File: src/rtl/hilo_unit.sv
// hilo_unit: architectural HI/LO register pair for a MIPS-style core.
// Executes MULT/MULTU locally in one extra cycle, hands DIV off to an
// external stream_divider, and writes MTHI/MTLO immediately.
// busy stalls MFHI/MFLO in the pipeline while a multiply or divide is in flight.

module hilo_unit #(
  parameter int unsigned width = 32
) (
  input  logic             clk,
  input  logic             reset,         // asynchronous, active low

  // Request side
  input  logic             op_valid,
  input  logic [2:0]       op,
  input  logic [width-1:0] rs_val,
  input  logic [width-1:0] rt_val,
  input  logic             flush,
  output logic             op_ready,
  output logic             busy,

  // Architectural state
  output logic [width-1:0] hi,
  output logic [width-1:0] lo,

  // stream_divider handshake
  output logic             div_start,
  output logic [width-1:0] div_dividend,
  output logic [width-1:0] div_divisor,
  input  logic             div_done,
  input  logic [width-1:0] div_quotient,
  input  logic [width-1:0] div_reminder
);

  localparam logic [2:0] OpNone  = 3'b000;
  localparam logic [2:0] OpMult  = 3'b001;
  localparam logic [2:0] OpMultu = 3'b010;
  localparam logic [2:0] OpDiv   = 3'b011;
  localparam logic [2:0] OpMthi  = 3'b100;
  localparam logic [2:0] OpMtlo  = 3'b101;

  typedef enum logic [1:0] {
    StIdle,
    StMul,
    StDivw
  } state_e;

  state_e           state_q;
  logic [width-1:0] hi_q;
  logic [width-1:0] lo_q;
  logic [width-1:0] mul_a_q;
  logic [width-1:0] mul_b_q;
  logic             mul_signed_q;
  logic             div_start_q;
  logic [width-1:0] div_dividend_q;
  logic [width-1:0] div_divisor_q;

  logic [2*width-1:0] mul_a_ext;
  logic [2*width-1:0] mul_b_ext;
  logic [2*width-1:0] product;

  // Product of the registered operands. Extending both operands to 2*width
  // (sign- or zero-) and keeping the low 2*width bits gives the exact signed
  // or unsigned product with a single multiplier.
  always_comb begin
    mul_a_ext = {{width{mul_signed_q & mul_a_q[width-1]}}, mul_a_q};
    mul_b_ext = {{width{mul_signed_q & mul_b_q[width-1]}}, mul_b_q};
    product   = mul_a_ext * mul_b_ext;
  end

  // Control FSM plus all architectural and divider-facing registers.
  always_ff @(posedge clk or negedge reset) begin
    if (!reset) begin
      state_q        <= StIdle;
      hi_q           <= '0;
      lo_q           <= '0;
      mul_a_q        <= '0;
      mul_b_q        <= '0;
      mul_signed_q   <= 1'b0;
      div_start_q    <= 1'b0;
      div_dividend_q <= '0;
      div_divisor_q  <= '0;
    end else if (flush) begin
      // Abort: drop any in-flight result, keep HI/LO, accept nothing this edge.
      state_q     <= StIdle;
      div_start_q <= 1'b0;
    end else begin
      unique case (state_q)
        StIdle: begin
          if (op_valid) begin
            case (op)
              OpMult, OpMultu: begin
                mul_a_q      <= rs_val;
                mul_b_q      <= rt_val;
                mul_signed_q <= (op == OpMult);
                state_q      <= StMul;
              end
              OpDiv: begin
                if (rt_val == '0) begin
                  // Divide by zero resolves locally; the divider is never started.
                  hi_q <= rs_val;
                  lo_q <= '1;
                end else begin
                  // Operands are held until DIVW is left: the divider reads the
                  // live dividend when fixing the remainder sign.
                  div_dividend_q <= rs_val;
                  div_divisor_q  <= rt_val;
                  div_start_q    <= 1'b1;
                  state_q        <= StDivw;
                end
              end
              OpMthi: hi_q <= rs_val;
              OpMtlo: lo_q <= rs_val;
              OpNone: ;
              default: ;
            endcase
          end
        end
        StMul: begin
          {hi_q, lo_q} <= product;
          state_q      <= StIdle;
        end
        StDivw: begin
          if (div_done) begin
            lo_q        <= div_quotient;
            hi_q        <= div_reminder;
            div_start_q <= 1'b0;
            // Returning through IDLE guarantees a start-low cycle before the
            // next divide, so the divider counter rewinds.
            state_q     <= StIdle;
          end
        end
        default: begin
          state_q     <= StIdle;
          div_start_q <= 1'b0;
        end
      endcase
    end
  end

  assign busy         = (state_q != StIdle);
  assign op_ready     = ~busy;
  assign hi           = hi_q;
  assign lo           = lo_q;
  assign div_start    = div_start_q;
  assign div_dividend = div_dividend_q;
  assign div_divisor  = div_divisor_q;

endmodule

File: config.mk
export PLATFORM = sky130hd
export DESIGN_NAME = hilo_unit
export DESIGN_NICKNAME = d
export VERILOG_FILES = /design/src/rtl/hilo_unit.sv
export SDC_FILE = /design/constraint.sdc
export NUM_CORES = 2
export LEC_CHECK = 0
export ABC_AREA = 1
export ABC_CLOCK_PERIOD_IN_PS = 22100
export BUFFER_PORTS_ARGS = -buffer_cell sky130_fd_sc_hd__buf_2
export CAP_MARGIN = 20
export CORE_AREA = 2 2 267 269
export DETAILED_ROUTE_END_ITERATION = 10
export DIE_AREA = 0 0 269 271
export PLACE_DENSITY = 0.92
export REMOVE_ABC_BUFFERS = 1
export SYNTH_ARGS = -nofsm -noshare
export SYNTH_HDL_FRONTEND = slang
export SYNTH_SLANG_ARGS = --single-unit
File: constraint.sdc
create_clock -name clk -period 22.1 [get_ports clk]
set_input_delay 4.42 -clock clk [delete_from_list [all_inputs] [get_ports clk]]
set_output_delay 4.42 -clock clk [all_outputs]
set_load 0.02 [all_outputs]
==> impl_metrics.ini <==
[timing]
layout_setup_ws_ps = 12760
setup-violations-final = 0
worst_pin_slew_ps = 1120
relSlewSlack_pct = 25.0
finalCritPeriodShare_pct = 42.2
fmaxAchievable_ghz = 0.107
finClkSkew_ps = 22.3
tns_ps = 0
slew_viol_final = 0
min_period_ps = 9340
timing.hold.ws_ps = 492
hold_viol_final = 0
rsz0062_at_grt = no

[clocking]
cts.sinks = 196
cts-root-buf = clkbuf_16
cts_tree = yes
cts_max_level = 4
ctsHoldBuffers = 0
clock_path_buffers = 2
clkTransAtPathRegs_ps = 90
postCtsResizedCells = 0
clock_latency_ps = 470
cts_buffers = 17
cts_setup_buffers = 0

[global_routing]
grtUsageMet2_pct = 68.7
antenna_found_initial = 11
grt_pass1_vias = 46200
grt.overflow.total = 0
gr-usage-all-layers_pct = 43.7
grt_use_met3_pct = 11.0
use_met1_pct = 54.6
grt_busiest_layer = met2
grt_pass1_wl_mm = 242
grt_max_degree = 114

[worst_setup_path]
crit_path_start = mul_a_q[31]
max_stage_delay_ps = 870
cp-start-kind = flip-flop
crit_arrival_ps = 9690
reg2reg_depth = 33
crit_top_cell = inv_1
slowest_stage = fa_1
cp.required_ps = 22460
cp_max_fo = 34
crit_path_end_kind = flip-flop
path_class = reg2reg
rr_startpoint = mul_a_q[31]

[floorplan]
io_pins = 267
die_x_um = 269
die-area_um2 = 72900
die_h_um = 271
initial_utilization_pct = 69.6
rows = 97
core_area_um2 = 69800

[synthesis]
ys_ff_latch = 196
yosysWarnings = 0
synthCells = 6099
yosysSeqAreaShare_pct = 10.1
avgSynthCellArea_um2 = 7.96
synth.distinct_cells = 49
synth_area_um2 = 48600
synth-edff-count = 0
synthArstFlopShare_pct = 100
synth_ff_type = dfrtp_1

[finish]
post-route-util_pct = 73.2
area_growth_pct = 5.10
drive_gt1_share_pct = 7.13
final_common_cell = inv_1
layout_common_cells = 1700 x inv_1, 1655 x nand2_1, 1125 x fa_1, 265 x buf_2, 240 x o21ai_0
fin_nets = 7606

[placement]
dp_hpwl_mm = 120
io_buffers = 266
pre_cts_ws_ps = 12960
place_congestion = 1.05

[detailed_routing]
viasPerCell = 5.89
drcViolationCount = 0
vias = 41800
first_pass_iters = 8
drtIter0Drc = 4648
routedWlPerCell_um = 21.3
drt_wl_total_mm = 151
final_antenna_net_count = 0

[run]
maxCapViolCount = 0

[min_path]
min_path_type = reg2reg
min_from = lo[26]
hold_depth = 2

[status]
outcome = finished clean
==> synth_stat cells, types with 2 or more instances <==
cell      instances  share of area, %
a21o_1            4             0.062
a21oi_1         173               1.8
a21oi_2          16              0.29
a22o_1            4             0.072
a31oi_1           3             0.039
a32o_1            3             0.062
and2_1            3             0.039
buf_1             4             0.031
buf_12            4              0.16
buf_2             7             0.072
buf_6             2             0.046
clkbuf_1        310               2.4
dfrtp_1         196                10
fa_1           1125                46
ha_1            216               5.6
inv_1          1701                13
nand2_1        1655                13
nand2_2          19              0.24
nand3_1          99               1.0
nand3b_1          2             0.031
nand4_1          14              0.18
nor2_1          202               1.6
nor3_1           14              0.14
nor4_1           11              0.14
o211ai_1          2             0.031
o21a_1            2             0.031
o21ai_0         240               2.5
o21bai_1         15              0.23
o22ai_1           5             0.064
o311ai_0         10              0.18
or2_2            10              0.13
xnor2_1           8              0.14
xor2_1            4             0.072
==> logic make-up after synthesis <==
group                      Yosys count  share of synthesized area [%]
and+or+nand+nor                   2037                           16.5
buffers and inverters             2031                           15.9
adders and majority gates         1341                           51.9
AOI/OAI and AO/OA                  482                           5.40
DFF                                196                           10.1
xor gates and xnor gates            12                          0.216
==> layout make-up <==
cell class | instances | area, um^2
timing repair buffer | 339 | 1910
multi-input combinational | 3872 | 36000
sequential | 196 | 4920
clock buffer | 17 | 425
inverter | 1703 | 6400
tap | 940 | 1180
fill | 4748 | 18700
antenna | 6 | 15.0
clock inverter | 15 | 238
==> metal layers <==
layer	wire [um]	up-vias	share of wire [%]
li1	-	17300	-
met4	11100	6	7.4
met2	70000	3333	46
met5	29	-	0.019
met3	19900	904	13
met1	50000	20200	33
==> critical path, delay by kind of cell (launching register included) <==
family,cells,cell delay (ps)
flip-flops,1,330
AND/OR/NAND/NOR,14,1950
adder cells (fa/ha/maj),9,4740
buffers and inverters,10,2170
==> stage by stage <==
stage	std cells	instance area, um^2
after global routing	7088	51100
final	7088	51100
after global placement	7049	50300
after detailed placement	7049	50300
after floorplan	5771	47200
after CTS	7081	51000
==> final timing paths <==
check | end | slack, ps
min | lo[26] | 490
min in group asynchronous | lo[2] | 4020
max | hi[25] | 12760
max in group asynchronous | mul_b_q[8] | 16720
max reg2reg | hi[25] | 12760
min reg2reg | lo[26] | 490
==> flip-flops by register name (all words and copies together), names as in the netlist <==
name,count
div_dividend,32
div_divisor,32
mul_a_q,32
hi,32
mul_signed_q,1
div_start,1
state_q,2
lo,32
mul_b_q,32
Power is not shown: default switching activity piles up to over one toggle a cycle in this logic, so the estimate is an artifact.
